**config.mk**
```make
export PLATFORM = sky130hd
export DESIGN_NAME = spmv_iter_ctrl
export DESIGN_NICKNAME = d
export VERILOG_FILES = /design/src/rtl/spmv_iter_ctrl.sv
export SDC_FILE = /design/constraint.sdc
export NUM_CORES = 1
export LEC_CHECK = 0
export BUFFER_PORTS_ARGS = -buffer_cell sky130_fd_sc_hd__buf_2
export CORE_UTILIZATION = 47
export DETAILED_ROUTE_END_ITERATION = 10
export HOLD_SLACK_MARGIN = 0.06
export PLACE_DENSITY = 0.67
export SLEW_MARGIN = 20
export SYNTH_ARGS = -nofsm -noshare
export SYNTH_HDL_FRONTEND = slang
export SYNTH_SLANG_ARGS = --single-unit
```
**constraint.sdc**
```tcl
create_clock -name clk -period 5.3 [get_ports clk]
set_input_delay 0.265 -clock clk [delete_from_list [all_inputs] [get_ports clk]]
set_output_delay 0.265 -clock clk [all_outputs]
set_load 0.01 [all_outputs]
```
**src/rtl/spmv_iter_ctrl.sv**
```systemverilog
// -----------------------------------------------------------------------------
// spmv_iter_ctrl
//
// Sequences an iterative sparse matrix-vector solve. Each iteration enables
// the SpMV kernel until it reports completion, then spends one SWAP cycle
// flipping the ping-pong select of the iterate-vector RAMs and counting the
// iteration. After the requested number of iterations a one-cycle finished
// pulse is produced.
//
// Optional feature (compile-time macro SPMV_ITER_CTRL_TIMEOUT_EN):
//   per-iteration watchdog. When the kernel stays busy for TIMEOUT_CYCLES
//   RUN cycles, the solve is dropped and the sticky timeout flag is set.
//   With the macro undefined, timeout is constant 0 and RUN waits forever.
//
// Ports:
//   clk         in   rising-edge clock
//   rst_n       in   asynchronous active-low reset
//   start       in   single-cycle solve request (ignored while busy)
//   abort       in   cancels the solve in progress
//   num_iters   in   iteration count, sampled on accepted start
//   kernel_en   out  enable to the SpMV kernel
//   kernel_done in   iteration-complete pulse from the kernel
//   ping        out  ping-pong select, persists across solves
//   busy        out  state != IDLE (combinational)
//   finished    out  one-cycle pulse on normal completion
//   iter_count  out  completed iterations of the current/last solve
//   timeout     out  sticky watchdog flag
// -----------------------------------------------------------------------------
module spmv_iter_ctrl #(
  parameter  int MAX_ITERS      = 1024,
  parameter  int TIMEOUT_CYCLES = 65535,
  localparam int ITER_WIDTH     = $clog2(MAX_ITERS + 1)
) (
  input  logic                  clk,
  input  logic                  rst_n,
  input  logic                  start,
  input  logic                  abort,
  input  logic [ITER_WIDTH-1:0] num_iters,
  output logic                  kernel_en,
  input  logic                  kernel_done,
  output logic                  ping,
  output logic                  busy,
  output logic                  finished,
  output logic [ITER_WIDTH-1:0] iter_count,
  output logic                  timeout
);

  if (MAX_ITERS < 1 || TIMEOUT_CYCLES < 1) begin : g_param_check
    $error("spmv_iter_ctrl: MAX_ITERS and TIMEOUT_CYCLES must be >= 1");
  end

  typedef enum logic [1:0] {
    IDLE = 2'd0,
    RUN  = 2'd1,
    SWAP = 2'd2,
    FIN  = 2'd3
  } state_t;

  localparam logic [ITER_WIDTH-1:0] MAX_ITERS_W = ITER_WIDTH'(MAX_ITERS);

  state_t                  state_q, state_d;
  logic [ITER_WIDTH-1:0]   target_q, target_d;
  logic [ITER_WIDTH-1:0]   iter_d;
  logic [ITER_WIDTH-1:0]   iter_inc;
  logic [ITER_WIDTH-1:0]   num_iters_sat;
  logic                    kernel_en_d;
  logic                    ping_d;
  logic                    finished_d;
  logic                    start_acc;
  logic                    last_iter;
  logic                    wd_expired;

  assign start_acc     = (state_q == IDLE) && start;
  assign num_iters_sat = (num_iters > MAX_ITERS_W) ? MAX_ITERS_W : num_iters;
  assign iter_inc      = iter_count + 1'b1;
  assign last_iter     = (iter_inc == target_q);
  assign busy          = (state_q != IDLE);

  // ---------------------------------------------------------------------------
  // Watchdog
  // ---------------------------------------------------------------------------
`ifdef SPMV_ITER_CTRL_TIMEOUT_EN
  localparam int                  WD_WIDTH = $clog2(TIMEOUT_CYCLES + 1);
  localparam logic [WD_WIDTH-1:0] WD_LAST  = WD_WIDTH'(TIMEOUT_CYCLES - 1);

  logic [WD_WIDTH-1:0] wd_cnt;

  // Held at zero outside RUN, so every entry into RUN starts a fresh count.
  // wd_cnt == WD_LAST marks the TIMEOUT_CYCLES-th RUN cycle of the iteration.
  always_ff @(posedge clk or negedge rst_n) begin
    if (!rst_n) begin
      wd_cnt <= '0;
    end else if (state_q != RUN) begin
      wd_cnt <= '0;
    end else begin
      wd_cnt <= wd_cnt + 1'b1;
    end
  end

  assign wd_expired = (state_q == RUN) && (wd_cnt == WD_LAST);

  // Sticky until the next accepted start. A late kernel_done or an abort in
  // the expiring cycle takes precedence and leaves the flag clear.
  always_ff @(posedge clk or negedge rst_n) begin
    if (!rst_n) begin
      timeout <= 1'b0;
    end else if (start_acc) begin
      timeout <= 1'b0;
    end else if (wd_expired && !abort && !kernel_done) begin
      timeout <= 1'b1;
    end
  end
`else
  assign wd_expired = 1'b0;
  assign timeout    = 1'b0;
`endif

  // ---------------------------------------------------------------------------
  // State register
  // ---------------------------------------------------------------------------
  // NOTE: sequential state uses non-blocking assignments so every register
  // samples pre-edge values regardless of process ordering.
  always_ff @(posedge clk or negedge rst_n) begin
    if (!rst_n) begin
      state_q <= IDLE;
    end else begin
      state_q <= state_d;
    end
  end

  // ---------------------------------------------------------------------------
  // Next-state logic
  // ---------------------------------------------------------------------------
  // NOTE: every combinational output gets a default before the case so no
  // path leaves it unassigned, which would otherwise infer a latch.
  always_comb begin
    state_d = state_q;
    unique case (state_q)
      IDLE: begin
        // abort is a don't-care here: a start in the same cycle is accepted.
        if (start) begin
          state_d = (num_iters == '0) ? FIN : RUN;
        end
      end
      RUN: begin
        if (abort) begin
          state_d = IDLE;
        end else if (kernel_done) begin
          state_d = SWAP;
        end else if (wd_expired) begin
          state_d = IDLE;
        end
      end
      SWAP: begin
        if (abort) begin
          state_d = IDLE;
        end else if (last_iter) begin
          state_d = FIN;
        end else begin
          state_d = RUN;
        end
      end
      FIN: begin
        state_d = IDLE;
      end
      default: begin
        state_d = IDLE;
      end
    endcase
  end

  // ---------------------------------------------------------------------------
  // Output logic (next values of the registered outputs)
  // ---------------------------------------------------------------------------
  always_comb begin
    // kernel_en follows the state being entered, so it rises with RUN and
    // drops on the same edge that leaves RUN (done, abort or watchdog).
    kernel_en_d = (state_d == RUN);
    // finished lands in the cycle after FIN; an abort during FIN cancels it.
    finished_d  = (state_q == FIN) && !abort;
    ping_d      = ping;
    iter_d      = iter_count;
    target_d    = target_q;

    if (start_acc && (num_iters != '0)) begin
      target_d = num_iters_sat;
      iter_d   = '0;
    end

    // Leaving SWAP commits the iteration; an abort freezes ping/iter_count.
    if ((state_q == SWAP) && !abort) begin
      ping_d = ~ping;
      iter_d = iter_inc;
    end
  end

  always_ff @(posedge clk or negedge rst_n) begin
    if (!rst_n) begin
      kernel_en  <= 1'b0;
      ping       <= 1'b0;
      finished   <= 1'b0;
      iter_count <= '0;
      target_q   <= '0;
    end else begin
      kernel_en  <= kernel_en_d;
      ping       <= ping_d;
      finished   <= finished_d;
      iter_count <= iter_d;
      target_q   <= target_d;
    end
  end

endmodule

```
==> out/qor.txt <==
Detailed Routing Iterations Pass 1: 5
Die area: 0.003708 mm²
Final WL: 3.511 mm
Port bufs: 30
Via Count: 1410
Setup Total Neg Slack: 0 ps
Sequential area share after synthesis: 41.44%
Syn. warnings: 0
Gpl congestion: 0.8604
Reg2reg end: iter_count[9]
Hold_sp: num_iters[2]
#FFs+latches synth: 27
Die Wd: 60.90 µm
Final #Nets: 223
Starting Density: 48.86%
Power density cells: 247.5 mW/mm²
Register Area: 675.6 µm²
Worst flop-to-flop path startpoint: state_q[1]
Startpoint types: register
RSZ-0062 raised after global routing: false
Hpwl dp: 2.624 mm
Final min period: 2237 ps
Tot GR Track Use: 21.26%
Final Skew: 8.810 ps
Relative max-transition margin: 42.39%
WP data arrival: 2430 ps
Clock sink count: 27
Postcts setup bufs: 0
Max incr delay on CP: 560 ps
Initial antenna violation count: 0
Syn_area_per_cell: 9.057 µm²
Area growth syn-to-layout: 12.05%
Min-Delay Endpoint: target_q[2]
Final Cycle Share: 42.21%
HP Class: in2reg
Gr ovfl total: 0
Critical Path Fanout Max: 18
Vias in the first global route: 1271
VDD IR max: 0.1867 mV
WP buf/inv: 0
Pwr Total: 452.2 µW
IO Pins: 32
Global-route wire length before repair: 5.782 mm
Core area: 0.003337 mm²
Combined area of the multi-input logic cells: 890.9 µm²
Leakage: 0.8651 nW
Post-Syn Instances: 180
Dpl cell area: 0.001789 mm²
Final setup vio count: 0
Longest Clk Path Bufs: 2
Final Slew Violations: 0
CTS tree: done
FP Rows: 21
Synthesized cell area: 0.001630 mm²
Slowest CP cell: nor3b_2
Reg-to-reg slack, setup: 3060 ps
Syn_nets: 197
Reported max-cap violation count: 0
Fillcell total: 319
Worst Max-Slew Pin Slew: 861.2 ps
Max frequency: 0.4470 GHz
Mean number of vias per cell: 5.618
CP Capture Type: register
Crit Path Category: reg2reg
Critical path's top delay family: simple AND/OR/NAND/NOR gates
Synth unique cells: 44
R2R cell count: 5
Final number of hold-violating endpoints: 0
Routed WL per cell: 13.99 µm
Inserted Clock Buffers: 3
Drt drc: 0
Initial DRC count: 67
CP Data Required Time: 5500 ps
Clock transition at the registers of the reported paths: 140 ps
Outcome: finished, final reports clean
Cell Chain, Critical Path: nor3b_2 > o41ai_4 > and2_0 > o21ai_0 > o31ai_1
Pin count of the biggest net entering global routing: 28
Share of layout cells above drive strength 1: 19.51%
H-tree levels: 1
Final ANT Viol Nets: 0
Die Y: 60.90 µm
Design area: 0.001827 mm²
CTS Root Cell: clkbuf_4
# diodes: 0
Min-Delay Path Depth: 3
Worst-Skew Late Latency: 320 ps
==> sequential cells by signal, indices dropped and copies added, names as in the netlist <==
| register | flops |
|---|---|
| state_q | 2 |
| iter_count | 11 |
| finished | 1 |
| ping | 1 |
| kernel_en | 1 |
| target_q | 11 |
==> stage by stage <==
step           util (%)  hold slack (ps)  setup slack (ps)  instances
2_1_floorplan         -           -30.59              3521        180
3_3_place_gp      53.62            302.0              2813        246
3_5_place_dp      53.62            304.1              2767        246
4_1_cts           54.74            174.8              3060        251
5_1_grt           54.74            172.7              2860        251
6_report          54.74            189.6              3063        251
==> cell families after synthesis <==
| group | share of synthesized area (%) |
|---|---|
| AOI/OAI and AO/OA | 18.19 |
| xor gates and xnor gates | 8.365 |
| muxes | 0.6140 |
| adders and majority gates | 0.7673 |
| DFF | 41.44 |
| buffers and inverters | 3.913 |
| and+or+nand+nor | 26.48 |
| other | 0.2300 |
==> cells in the final DEF (no fill, tap or decap), drive strengths merged, types with 5 or more instances in the layout <==
| master | instances |
|---|---|
| and3 | 6 |
| nand2 | 24 |
| buf | 30 |
| nand2b | 7 |
| o21ai | 18 |
| a21oi | 8 |
| dfrtp | 27 |
| xor2 | 5 |
| nor2 | 6 |
| o31ai | 5 |
| nand3 | 5 |
| xnor2 | 8 |
| nand3b | 6 |
==> worst min-delay path, cell delays in order <==
cell and delay (ps):
buf_2 80, nand3b_1 70, nand2_1 60
==> power breakdown <==
part	switching [mW]	total (mW)	internal, mW
combinational	0.0587	0.111	0.0522
sequential	0.0241	0.255	0.231
clock	0.0583	0.0866	0.0283
==> cell usage after synthesis, drive strengths merged <==
library cell  instances  share of area [%]
dfrtp                27                 41
nand2                24                5.5
o21ai                18                5.5
a21oi                 8                2.5
xnor2                 8                4.3
nand2b                7                2.7
and3                  6                2.3
clkbuf                6                1.5
nand3b                6                2.8
nor2                  6                1.4
nand3                 5                1.5
o31ai                 5                2.3
xor2                  5                2.7
a31oi                 4                1.5
buf                   4                1.5
inv                   4               0.92
nor4                  4                1.5
and2                  3                1.2
and4                  3                1.6
nor2b                 3                1.2
o41ai                 3                2.8
and3b                 2                1.1
o22ai                 2               0.77
or2                   2               0.77
or4                   2                1.2
a2111oi               1               0.54
a22o                  1               0.54
a311oi                1               0.54
conb                  1               0.23
ha                    1               0.77
mux2i                 1               0.61
nand4                 1               0.38
nor3                  1               0.31
nor3b                 1               0.77
o221a                 1               0.69
o2bb2ai               1               0.54
or3                   1               0.38
xnor3                 1                1.4
==> what timing repair did <==
action,4_1_cts,5_1_grt
resized for setup,0,0
hold buffers,1,0
hold endpoints to repair,27,0
==> worst max-delay path by stage <==
stage,endpoint,startpoint,cells past startpoint
6_report,iter_count[9],state_q[1],5
3_3_place_gp,iter_count[6],num_iters[9],6
5_1_grt,iter_count[6],state_q[1],5
4_1_cts,iter_count[2],state_q[1],5
3_5_place_dp,iter_count[7],num_iters[9],6
2_1_floorplan,iter_count[7],num_iters[9],6
==> routing by layer <==
layer	GRT usage (%)	vias to the layer above	share of wire [%]
met1	30.63	680	47
met3	1.919	2	3.2
li1	-	694	-
met2	33.91	34	50
met5	0	-	0
met4	6.818	0	0.43
==> cell type report <==
type	instances	share of cell area (%)
Clock buffer	3	1.233
Clock inverter	1	0.2740
Inverter	4	0.8219
Multi-Input combinational cell	139	48.77
Sequential cell	27	36.99
Tap cell	46	3.151
Timing Repair Buffer	31	8.767
Power figures use the tool's default switching activity.
